File: src/rtl/mvu_vvu_stream_pkg.sv
// MVU/VVU stream compute: shared widths and arithmetic helpers.
// Helpers cover byte alignment, sign extension and clamped addition.
package mvu_vvu_stream_pkg;

  localparam int FIFO_DEPTH = 2;

  function automatic int byte_align(
    input int w
  );
    return ((w + 7) / 8) * 8;
  endfunction

  function automatic logic signed [63:0] sext(
    input logic [63:0] v,
    input int          w
  );
    logic [63:0] sh;
    sh = v << (64 - w);
    return $signed(sh) >>> (64 - w);
  endfunction

  function automatic logic signed [63:0] sat_add(
    input logic signed [63:0] a,
    input logic signed [63:0] b,
    input int                 w
  );
    logic signed [63:0] s;
    logic signed [63:0] hi;
    logic signed [63:0] lo;
    s  = a + b;
    hi = (64'sd1 <<< (w - 1)) - 64'sd1;
    lo = -hi - 64'sd1;
    if (s > hi) return hi;
    else if (s < lo) return lo;
    return s;
  endfunction

endpackage

File: src/rtl/mvu_vvu_stream_replay.sv
// Fold counters plus activation replay store.
// Pass 0 records each beat; later passes read it back.
module mvu_vvu_stream_replay
  import mvu_vvu_stream_pkg::*;
#(
  parameter int SF = 2,
  parameter int NF = 2,
  parameter int W  = 8
) (
  input  logic         clk2x,
  input  logic         rst_n,
  input  logic         fire,
  input  logic [W-1:0] act_in,
  output logic [W-1:0] act_out,
  output logic         sf_first,
  output logic         sf_last,
  output logic         nf_first
);

  localparam int SFW = (SF > 1) ? $clog2(SF) : 1;
  localparam int NFW = (NF > 1) ? $clog2(NF) : 1;

  logic [SFW-1:0] sf;
  logic [NFW-1:0] nf;
  logic           nf_last;

  assign sf_first = (sf == '0);
  assign sf_last  = (sf == SFW'(SF - 1));
  assign nf_first = (nf == '0);
  assign nf_last  = (nf == NFW'(NF - 1));

  always_ff @(posedge clk2x or negedge rst_n) begin
    if (!rst_n) begin
      sf <= '0;
      nf <= '0;
    end else if (fire) begin
      if (sf_last) begin
        sf <= '0;
        nf <= nf_last ? '0 : nf + NFW'(1);
      end else begin
        sf <= sf + SFW'(1);
      end
    end
  end

  if (NF > 1) begin : g_store
    logic [W-1:0] mem [SF];

    always_ff @(posedge clk2x or negedge rst_n) begin
      if (!rst_n) begin
        for (int i = 0; i < SF; i++) mem[i] <= '0;
      end else if (fire && nf_first) begin
        mem[sf] <= act_in;
      end
    end

    assign act_out = nf_first ? act_in : mem[sf];
  end else begin : g_pass
    assign act_out = act_in;
  end

endmodule

File: src/rtl/mvu_vvu_stream_axi.sv
// MVU/VVU AXI-Stream dot/accumulate with 2-entry credited output FIFO.
// Define MVU_VVU_STREAM_SAT_EN for saturating accumulation.
module mvu_vvu_stream_axi
  import mvu_vvu_stream_pkg::*;
#(
  parameter int IS_MVU             = 1,
  parameter int MW                 = 4,
  parameter int MH                 = 4,
  parameter int PE                 = 2,
  parameter int SIMD               = 2,
  parameter int ACTIVATION_WIDTH   = 4,
  parameter int WEIGHT_WIDTH       = 4,
  parameter int ACCU_WIDTH         = 16,
  parameter int SIGNED_ACTIVATIONS = 0
) (
  input  logic ap_clk,
  input  logic ap_rst_n,
  input  logic [byte_align(PE*SIMD*WEIGHT_WIDTH)-1:0]
               s_axis_weights_tdata,
  input  logic s_axis_weights_tvalid,
  output logic s_axis_weights_tready,
  input  logic [byte_align(((IS_MVU != 0) ? 1 : PE)
                 *SIMD*ACTIVATION_WIDTH)-1:0]
               s_axis_input_tdata,
  input  logic s_axis_input_tvalid,
  output logic s_axis_input_tready,
  output logic [byte_align(PE*ACCU_WIDTH)-1:0]
               m_axis_output_tdata,
  output logic m_axis_output_tvalid,
  input  logic m_axis_output_tready
);

  localparam int SF  = MW / SIMD;
  localparam int NF  = (IS_MVU != 0) ? MH / PE : 1;
  localparam int AL  = (IS_MVU != 0) ? 1 : PE;
  localparam int IW  = AL * SIMD * ACTIVATION_WIDTH;
  localparam int WW  = PE * SIMD * WEIGHT_WIDTH;
  localparam int OW  = PE * ACCU_WIDTH;
  localparam int OBA = byte_align(OW);
  localparam int PW  = WEIGHT_WIDTH + ACTIVATION_WIDTH + 1;
  localparam int DW  = PW + $clog2(SIMD) + 1;

  function automatic int aidx(input int p, input int s);
    return (IS_MVU != 0) ? s : s * PE + p;
  endfunction

  logic          run;
  logic          fire;
  logic          push;
  logic          pop;
  logic          credit;
  logic          act_ok;
  logic          sf_first;
  logic          sf_last;
  logic          nf_first;
  logic [IW-1:0] act;
  logic [WW-1:0] wdat;
  logic [OW-1:0] res;

  logic [1:0]    cnt;
  logic          rd_ptr;
  logic          wr_ptr;
  logic [OW-1:0] mem [FIFO_DEPTH];

  assign wdat = s_axis_weights_tdata[WW-1:0];

  always_ff @(posedge ap_clk or negedge ap_rst_n) begin
    if (!ap_rst_n) run <= 1'b0;
    else           run <= 1'b1;
  end

  // a full FIFO only blocks the beat that would push into it
  assign credit = !sf_last
                | (cnt != 2'(FIFO_DEPTH))
                | m_axis_output_tready;
  assign act_ok = nf_first ? s_axis_input_tvalid : 1'b1;

  assign s_axis_input_tready   = run & nf_first
                               & s_axis_weights_tvalid
                               & credit;
  assign s_axis_weights_tready = run & act_ok & credit;

  assign fire = s_axis_weights_tvalid & s_axis_weights_tready;
  assign push = fire & sf_last;
  assign pop  = m_axis_output_tvalid & m_axis_output_tready;

  mvu_vvu_stream_replay #(
    .SF (SF),
    .NF (NF),
    .W  (IW)
  ) u_replay (
    .clk2x    (ap_clk),
    .rst_n    (ap_rst_n),
    .fire     (fire),
    .act_in   (s_axis_input_tdata[IW-1:0]),
    .act_out  (act),
    .sf_first (sf_first),
    .sf_last  (sf_last),
    .nf_first (nf_first)
  );

  for (genvar p = 0; p < PE; p++) begin : g_lane
    logic signed [WEIGHT_WIDTH-1:0]   w_e;
    logic        [ACTIVATION_WIDTH-1:0] a_r;
    logic signed [ACTIVATION_WIDTH:0] a_e;
    logic signed [PW-1:0]             prod;
    logic signed [DW-1:0]             dot;
    logic signed [ACCU_WIDTH-1:0]     base;
    logic signed [ACCU_WIDTH-1:0]     nxt;
    logic signed [ACCU_WIDTH-1:0]     acc;

    always_comb begin
      w_e  = '0;
      a_r  = '0;
      a_e  = '0;
      prod = '0;
      dot  = '0;
      for (int s = 0; s < SIMD; s++) begin
        w_e  = $signed(wdat[(p*SIMD+s)*WEIGHT_WIDTH
                            +: WEIGHT_WIDTH]);
        a_r  = act[aidx(p, s)*ACTIVATION_WIDTH
                   +: ACTIVATION_WIDTH];
        a_e  = (SIGNED_ACTIVATIONS != 0)
             ? {a_r[ACTIVATION_WIDTH-1], a_r}
             : {1'b0, a_r};
        prod = w_e * a_e;
        dot  = dot + DW'(prod);
      end
    end

    assign base = sf_first ? '0 : acc;

`ifdef MVU_VVU_STREAM_SAT_EN
    assign nxt = ACCU_WIDTH'(sat_add(64'(base),
                                     64'(dot),
                                     ACCU_WIDTH));
`else
    assign nxt = base + ACCU_WIDTH'(dot);
`endif

    always_ff @(posedge ap_clk or negedge ap_rst_n) begin
      if (!ap_rst_n)  acc <= '0;
      else if (fire)  acc <= sf_last ? '0 : nxt;
    end

    assign res[p*ACCU_WIDTH +: ACCU_WIDTH] = nxt;
  end

  // at count 2 a push lands in the slot being popped
  assign wr_ptr = rd_ptr ^ cnt[0];

  always_ff @(posedge ap_clk or negedge ap_rst_n) begin
    if (!ap_rst_n) begin
      cnt    <= '0;
      rd_ptr <= 1'b0;
      for (int i = 0; i < FIFO_DEPTH; i++) mem[i] <= '0;
    end else begin
      if (push) mem[wr_ptr] <= res;
      if (pop)  rd_ptr <= ~rd_ptr;
      cnt <= cnt + {1'b0, push} - {1'b0, pop};
    end
  end

  assign m_axis_output_tvalid = (cnt != 2'd0);
  assign m_axis_output_tdata  = OBA'(mem[rd_ptr]);

endmodule

File: config.mk
export PLATFORM = sky130hd
export DESIGN_NAME = mvu_vvu_stream_axi
export DESIGN_NICKNAME = d
export VERILOG_FILES = /design/src/rtl/mvu_vvu_stream_pkg.sv /design/src/rtl/mvu_vvu_stream_replay.sv /design/src/rtl/mvu_vvu_stream_axi.sv
export SDC_FILE = /design/constraint.sdc
export NUM_CORES = 1
export LEC_CHECK = 0
export BUFFER_PORTS_ARGS = -buffer_cell sky130_fd_sc_hd__buf_4
export CAP_MARGIN = 10
export CORE_MARGIN = 1
export CORE_UTILIZATION = 56
export CTS_CLUSTER_DIAMETER = 120
export DETAILED_ROUTE_END_ITERATION = 12
export GPL_TIMING_DRIVEN = 0
export PLACE_DENSITY = 0.78
export SLEW_MARGIN = 20
export SYNTH_ARGS = -nofsm -noshare
export SYNTH_HDL_FRONTEND = slang
export SYNTH_SLANG_ARGS = --single-unit
export TNS_END_PERCENT = 1
File: constraint.sdc
create_clock -name ap_clk -period 5.7 [get_ports ap_clk]
set_clock_uncertainty 0.05 [all_clocks]
set_input_delay 0.57 -clock ap_clk [delete_from_list [all_inputs] [get_ports ap_clk]]
set_output_delay 0.57 -clock ap_clk [all_outputs]
set_load 0.02 [all_outputs]
# Yosys cells after proc, flatten, opt, wreduce, memory -nomap -nowiden
# Index checks and enable logic that the tools add are counted.
# totals
regBits	118
input_bits	29
output_inout_bits	35
wordCells	71
# classes
n_addsub	8
multipliers	4
order_cmp	5
n_eq_ne	1
muxes	20
bitwise_logic	16
reduce_logical	6
# ops
operator	count
32-bit 2-to-1 mux	4
64-bit bitwise mux	1
16-bit 2-to-1 mux	4
8-bit 2-to-1 mux	5
4-bit by 5-bit multiplier with 9-bit output	4
16-bit by 10-bit adder with 16-bit output	2
32-bit demux with 1-bit select	1
9-bit by 9-bit adder with 10-bit output	2
16-bit bitwise mux	1
1-bit bitwise AND	8
8-bit demux with 1-bit select	1
2-bit greater-or-equal comparator (second input constant)	3
1-bit NOT with 2-bit output	3
2-bit by 1-bit < comparator with 1-bit output (second input constant)	2
1-bit logical AND	3
1-bit 2-to-1 mux	3
1-bit adder (second input constant)	2
2-bit by 1-bit adder with 2-bit output	1
2-bit inequality test (second input constant)	1
1-bit NOT	2
1-bit OR	2
2-bit AND reduction	1
2-bit nonzero test	1
2-bit by 1-bit subtractor with 2-bit output	1
2 further kinds	2

# Logic depth before layout (Yosys ltp)
# Gate-level depths: netlist of the first run.
# depth
depth_word	9
depth_mapped	21
depth_no_buf	19

# Hierarchy
# From an unflattened synthesis of the first run, not the netlist that was laid out.
# hier_totals
hier_cells	997
area_unflattened_um2	9912.0
# modules_own_cells
mod	n_inst	cells_each	area_per_inst_um2	seq_area_each_um2
mvu_vvu_stream_axi	1	928	9051.2	2502.4
mvu_vvu_stream_replay	1	69	860.8	450.4

# Worst setup path before layout of the first run
# OpenSTA, ideal clock, no wires.
# synth_timing
kind	register to register
start	register u_replay.sf (netlist: u_replay.sf_last)
end	register mem[28] (netlist name)
setup_time_ns	0.125
arrival_ns	5.378
t_required_ns	5.525
path_slack_ns	0.147
stages_incl_launch_ff	20
path_buffers	3
synth_period_minus_slack_ns	5.553
cell_sequence	dfrtp_1 -> buf_4 -> buf_2 -> mux2i_1 -> a21oi_1 -> nand2_1 -> fa_1 -> fa_1 -> inv_1 -> fa_1 -> fa_1 -> fa_1 -> ha_1 -> buf_6 -> a211o_1 -> a31oi_2 -> nor3_1 -> o41a_1 -> xor2_1 -> mux2_2
# synth_via
elab_chain_len	9
word_cells_on_any_way	17
classes_between	add/sub: 2; mul: 2; mux: 6; bitwise: 6; reduce/logical: 1
# synth_rtl
item	line	text
start: declaration	mvu_vvu_stream_replay.sv:23	logic [SFW-1:0] sf;
start signal: assignment	mvu_vvu_stream_replay.sv:41	sf <= sf + SFW'(1);
1-bit NOT with 2-bit output (not written as such)	mvu_vvu_stream_replay.sv:57	assign act_out = nf_first ? act_in : mem[sf];
8-bit 2-to-1 mux (not written as such) (3 in series)	mvu_vvu_stream_replay.sv:57	
8-bit 2-to-1 mux	mvu_vvu_stream_replay.sv:57	
4-bit by 5-bit multiplier with 9-bit output	mvu_vvu_stream_axi.sv:126	prod = w_e * a_e;
9-bit by 9-bit adder with 10-bit output	mvu_vvu_stream_axi.sv:127	dot = dot + DW'(prod);
16-bit by 10-bit adder with 16-bit output	mvu_vvu_stream_axi.sv:138	assign nxt = base + ACCU_WIDTH'(dot);
64-bit bitwise mux	mvu_vvu_stream_axi.sv:158	if (push) mem[wr_ptr] <= res;
end signal: indexed assignment	mvu_vvu_stream_axi.sv:158	
end: declaration	mvu_vvu_stream_axi.sv:63	logic [OW-1:0] mem [FIFO_DEPTH];
# Several ways; a longest one is shown, not always the timed one. The select of a mux whose other input is x is not followed.
# A chain may end at the register's enable or synchronous reset.

# Final worst setup path of the first run
# layout_timing
start	register u_replay.sf (netlist: u_replay.sf_last)
end	register mem[30] (netlist name)
# Same word-level chain as after synthesis.

==> metrics, run 1 <==
most common cell after layout, fill and taps aside=nand2_1; Max Freq=0.173 GHz; largest family of logic cells by synthesized area=adder cells; synthesis-stage register bit count=about 120; Design Area, Final=0.0118 mm2; XOR/XNOR Fraction of Synth Area=0.0386; CTS Buf Count=17; WS Path Type=reg -> reg; Worst Slack Setup Final=-0.0793 ns; IO Count=between 60 and 70; worst skew pair latency=roughly 0.41 ns; fin crit period=around 5.8 ns; DIE WIDTH=around 130 um; multiplexer share of the synthesized area=0.0952; failing checks=setup timing; crit-path max FO=5; Hold Path Class=in -> async; status=finished, violations left; DR WL/cell=19.2 um; HPWL after detailed placement=approximately 18 mm; count of cell types in the netlist=between 50 and 60; Post-Syn Area=approximately 0.0098 mm2; Worst-Margin Slew=~0.74 ns; number of DRC markers in iteration 0=between 500 and 600; initial antenna violation count=0; most frequent cells in the layout=130 x nand2_1, 122 x ha_1, 118 x dfrtp_1, 92 x buf_4, 71 x mux2_2; Port Buffer Count=63; Longest Clk Path Bufs=2; vias per cell=a little under 6; core area=between 0.015 and 0.02 mm2; Die Height=134 um; syn nets=between 1k and 1.5k; Crit. End Element=flip-flop; register area share after synthesis=0.303; die area=0.0179 mm2; CTS Hold Bufs=0; share of layout cells above drive strength 1=0.249; final worst-path cycle share=1.01; vias in the first global route=7564; yosys warns=0; root buf cell=clkbuf_16; Routed WL=approximately 25 mm; ANT nets after route=0; Reg2Reg Launch Point=u_replay.sf_last$_DFFE_PN0P_; hold_ws=0.00491 ns; htree depth=4; DR DRC count=0; GP Congestion=roughly 0.94; Initial Utilization=0.580; Final Hold Viols=0; Area Overhead vs Synth=21.1%; Post-Synth Simple-Gate Area=0.140; ANT cells=0; Final setup viols=6; EDFF count, synth=0; DP Cell Count=approximately 1.3k; Syn Inst Count=a little under 1k; CTS tree=built; mean post-synth cell area=just over 10 um2; clock-pin transition on the worst setup and hold timing paths=about 0.060 ns; Startpoint Class=flip-flop; Post-synth top flop=dfrtp_1; RSZ-0062 raised after global routing=yes; Slew Viols, Final=0; data required time of the worst path=5.94 ns; compound-cell area share of the yosys netlist=0.100; first-pass GRT wire length=roughly 40 mm; Post-Layout Cell Count=around 1.3k; # rows=47; FFs w/ async S/R, synth=1.00; Slew HR=0.506; overall global routing resource usage=0.289; first drt pass iteration count=5; Nets=between 1k and 1.5k; Clock Sinks=118; crit path DAT=6.02 ns; total grt overflow=0; post-synthesis adder-cell area fraction=0.279; Max Cap Viol=0; Vias=around 7.6k; largest net degree at the start of global routing=83; crit path launch=u_replay.sf_last$_DFFE_PN0P_; DP Area=approximately 0.011 mm2
registers in the layout, summed over array words and instances, names as in the netlist:
name / flops
cnt: 2
g_lane.acc: 32
mem: 64
rd_ptr: 1
run: 1
u_replay.g_store.mem: 16
u_replay.nf: 1
u_replay.sf_last: 1
cells by family (layout without fill, tap and decap cells):
| family | count (synthesis) | in the layout |
|---|---|---|
| AND/OR/NAND/NOR | 284 | 284 |
| adder cells (fa/ha/maj) | 183 | 183 |
| AO/OA/AOI/OAI | 150 | 150 |
| flip-flops | 118 | 118 |
| buffers and inverters | 106 | 234 |
| multiplexers | 83 | 83 |
| XOR/XNOR | 43 | 43 |
| other | 1 | 1 |
cell type report:
type | count | area (um2)
Clock inverter | 11 | 195
Sequential cell | 118 | 2950
Fill cell | 1235 | 5010
Tap cell | 220 | 275
Timing Repair Buffer | 97 | 792
Clock buffer | 21 | 470
Inverter | 70 | 263
Multi-Input combinational cell | 744 | 6670
Buffer | 35 | 188
repair_timing:
item / 4_1_cts / 5_1_grt
pin swaps: 6 / 31
setup buffers: 9 / 24
resized for setup: 30 / 52
cloned: 0 / 0
endpoints found under the setup margin: 72 / 45
through the flow:
step                      setup TNS (ns)  utilization  setup WS, ns
after floorplan                        0            -         0.147
after global placement            -30.13        0.624        -0.763
after detailed placement          -34.29        0.626        -0.852
after CTS                         -0.418        0.678        -0.116
after global routing               -2.49        0.702        -0.213
final                             -0.195        0.702       -0.0793
worst paths after layout:
check | end | slack (ns) | cells past startpoint
setup reg to reg | mem[30]$_DFFE_PN0P_ | -0.08 | 19
max in group asynchronous | u_replay.g_store.mem[13]$_DFFE_PN0P_ | 4.88 | 2
hold reg to reg | g_lane[0].acc[0]$_DFFE_PN0P_ | 0.42 | 2
setup / recovery | mem[30]$_DFFE_PN0P_ | -0.08 | 19
min in group ap_clk | u_replay.g_store.mem[1]$_DFFE_PN0P_ | 0.37 | 2
hold / removal | g_lane[0].acc[8]$_DFFE_PN0P_ | 0.005 | 1
per-layer routing:
metal,track usage,vias to the layer above,routed length (um)
met5,0,-,0
met4,0.0821,0,507
met3,0.0484,44,1740
met2,0.457,295,11900
met1,0.409,3808,11100
li1,-,3498,-
synth_stat cells (2+ instances only):
cell | count | share of area
nand2_1 | 133 | 0.051
ha_1 | 126 | 0.16
dfrtp_1 | 118 | 0.30
mux2_2 | 74 | 0.085
inv_1 | 70 | 0.027
fa_1 | 57 | 0.12
o21ai_0 | 45 | 0.023
and2_1 | 40 | 0.026
a21oi_1 | 33 | 0.017
nor2b_1 | 30 | 0.019
nor2_1 | 28 | 0.011
xnor2_1 | 26 | 0.023
nand2b_1 | 25 | 0.016
a22o_1 | 19 | 0.017
clkbuf_1 | 19 | 0.0073
xor2_1 | 17 | 0.015
buf_2 | 12 | 0.0062
o31ai_1 | 11 | 0.0085
mux2i_1 | 8 | 0.0082
nor3_1 | 7 | 0.0036
a21o_1 | 5 | 0.0039
a31oi_1 | 5 | 0.0032
o21a_1 | 5 | 0.0039
or2_2 | 5 | 0.0032
a211o_1 | 4 | 0.0036
a211oi_1 | 4 | 0.0031
nand3_1 | 4 | 0.0021
nand4_1 | 4 | 0.0026
o211ai_1 | 4 | 0.0031
o21ai_1 | 3 | 0.0015
buf_1 | 2 | 0.00077
buf_4 | 2 | 0.0015
nor2_2 | 2 | 0.0013
o21bai_1 | 2 | 0.0015
o41a_1 | 2 | 0.0023
critical path: stages, from the launching register on:
cell and delay [ns]:
dfrtp_1 0.38, buf_6 0.14, buf_12 0.12, mux2i_1 0.16, nand2_1 0.14, o21ai_4 0.16
nand2b_4 0.20, fa_1 0.44, fa_1 0.57, inv_2 0.04, fa_1 0.50, fa_1 0.57
fa_2 0.47, ha_4 0.19, a211o_1 0.29, a31oi_4 0.21, nor3_4 0.08, o41a_1 0.42
xor2_2 0.23, mux2_4 0.28
Power of run 1 is left out: the tool's default activity adds up to more than one toggle a clock period on the data nets, which glitch-free logic cannot reach.
==> inputs of run 2 (changes only) <==
--- a/config.mk
+++ b/config.mk
@@ -7,6 +7,7 @@
 export LEC_CHECK = 0
 export BUFFER_PORTS_ARGS = -buffer_cell sky130_fd_sc_hd__buf_4
 export CAP_MARGIN = 10
+export CORE_ASPECT_RATIO = 1.75
 export CORE_MARGIN = 1
 export CORE_UTILIZATION = 56
 export CTS_CLUSTER_DIAMETER = 120
==> metrics, run 2 (synthesized netlist as in run 1, its figures left out) <==
status=finished, final reports clean; Routed WL=roughly 27 mm; Global Route met3 Usage=0.0408; Initial Utilization=0.573; Area Overhead vs Synth=19.9%; vias in the first global route=~8.3k; htree depth=4; clock-pin transition on the worst setup and hold timing paths=roughly 0.060 ns; Nets=1288; Final Hold Viols=0; core area=0.0170 mm2; final worst-path cycle share=1.00; first-pass GRT wire length=approximately 42 mm; number of DRC markers in iteration 0=469; CTS Hold Bufs=0; RSZ-0062 raised after global routing=yes; GR Util met1=0.321; crit-path max FO=8; root buf cell=clkbuf_16; CTS Buf Count=17; Slew HR=0.465; crit path DAT=between 5 and 6 ns; Post-Layout Cell Count=1316; Worst R2R Path Depth=20; fin crit period=5.70 ns; data required time of the worst path=5.94 ns; Hold Path Class=in -> async; most common cell after layout, fill and taps aside=nand2_1; largest register by flop count=mem; Fillers=between 1k and 1.5k; DR DRC count=0; Worst-Margin Slew=around 0.80 ns; HPWL after detailed placement=between 15 and 20 mm; Crit path top cell by count=fa_1; final design utilization=0.687; max FFs per register=64; layer with the highest usage=met2; total grt overflow=0; worst skew pair latency=roughly 0.42 ns; most frequent cells in the layout=131 x nand2_1, 121 x ha_1, 117 x dfrtp_1, 82 x buf_4, 73 x mux2_2; initial antenna violation count=0; CP max stage cell=fa_1; Longest Clk Path Bufs=2; first drt pass iteration count=5; Final setup viols=0; Clock Sinks=~120; DP Cell Count=1263; # rows=63; largest net degree at the start of global routing=slightly below 80; ANT nets after route=0; Port Buffer Count=between 60 and 70; WS Path Type=reg -> reg; hold_ws=about 0.021 ns; share of layout cells above drive strength 1=0.243; biggest regs=mem (64), g_lane.acc (32), u_replay.g_store.mem (16); GP Congestion=between 0.8 and 0.9; ANT cells=0; die area=~0.018 mm2; met2 usage=0.584; Die Height=around 180 um; vias per cell=between 5 and 6; Crit. End Element=flip-flop; DR WL/cell=20.4 um; CTS tree=built; Max Cap Viol=0; Slew Viols, Final=0; DIE WIDTH=a little over 100 um; Crit path largest cell delay=slightly below 0.6 ns; Startpoint Class=flip-flop; Fin Setup TNS=0 ns; IO Count=64; Max Freq=around 0.18 GHz; overall global routing resource usage=0.320; crit path cell chain=buf_6 -> buf_8 -> mux2i_1 -> nand2_1 -> o21ai_4 -> buf_6 -> nand2b_4 -> fa_1 -> inv_1 -> fa_1 -> fa_1 -> fa_1 -> fa_1 -> ha_4 -> o211ai_1 -> a21oi_2 -> o211ai_1 -> a31oi_1 -> xor2_1 -> mux2_2; Vias=about 7.7k
==> run 2: changes by cell type in the layout (fill, tap and decap cells not counted), sizes merged <==
cell,delta
clkinv,+6
buf,-8
clkinvlp,-3
bufinv,-3
inv,+1
==> run 2: critical path: cells and delay by family (launching register included) <==
| kind | cells | cell delay [ns] |
|---|---|---|
| AOI/OAI and AO/OA | 5 | 1.01 |
| xor gates and xnor gates | 1 | 0.19 |
| adders and majority gates | 6 | 2.65 |
| buffers and inverters | 4 | 0.55 |
| DFF | 1 | 0.34 |
| muxes | 2 | 0.52 |
| and+or+nand+nor | 2 | 0.25 |
==> run 2: what timing repair did <==
| action | in CTS | in global routing |
|---|---|---|
| pin swaps | 17 | 10 |
| setup buffers | 19 | 3 |
| resized for setup | 51 | 23 |
| setup endpoints to repair | 66 | 45 |
==> run 2: through the flow <==
step	setup slack, ns	area, um2
after global routing	-0.126	11700
after floorplan	0.147	9750
after detailed placement	-0.910	10600
final	0.00268	11700
after global placement	-1.04	10500
after CTS	-0.00874	11500
==> run 2: final timing paths <==
| kind | to | startpoint | slack (ns) |
|---|---|---|---|
| min reg2reg | mem[5]$_DFFE_PN0P_ | mem[5]$_DFFE_PN0P_ | 0.42 |
| max reg2reg | mem[44]$_DFFE_PN0P_ | u_replay.sf_last$_DFFE_PN0P_ | 0.003 |
| max in group asynchronous | g_lane[0].acc[0]$_DFFE_PN0P_ | ap_rst_n | 4.86 |
| min | g_lane[0].acc[8]$_DFFE_PN0P_ | ap_rst_n | 0.02 |
| max | mem[44]$_DFFE_PN0P_ | u_replay.sf_last$_DFFE_PN0P_ | 0.003 |
| min in group ap_clk | u_replay.g_store.mem[10]$_DFFE_PN0P_ | s_axis_input_tdata[2] | 0.37 |
==> run 2: cell type report <==
type	instances	area (um2)	share of cell area
clock buffer	20	437	0.0374
inverter	70	263	0.0225
clock inverter	12	129	0.0110
tap	227	284	0.0243
buffer	35	186	0.0159
timing repair buffer	90	747	0.0639
multi-input combinational	744	6690	0.572
sequential	118	2950	0.253
==> run 2: routing by layer <==
layer	vias to the layer above	part of all wire
met3	122	0.043
li1	3488	-
met2	268	0.54
met1	3836	0.33
met4	0	0.084
met5	-	0
Power of run 2 is left out for the same reason.
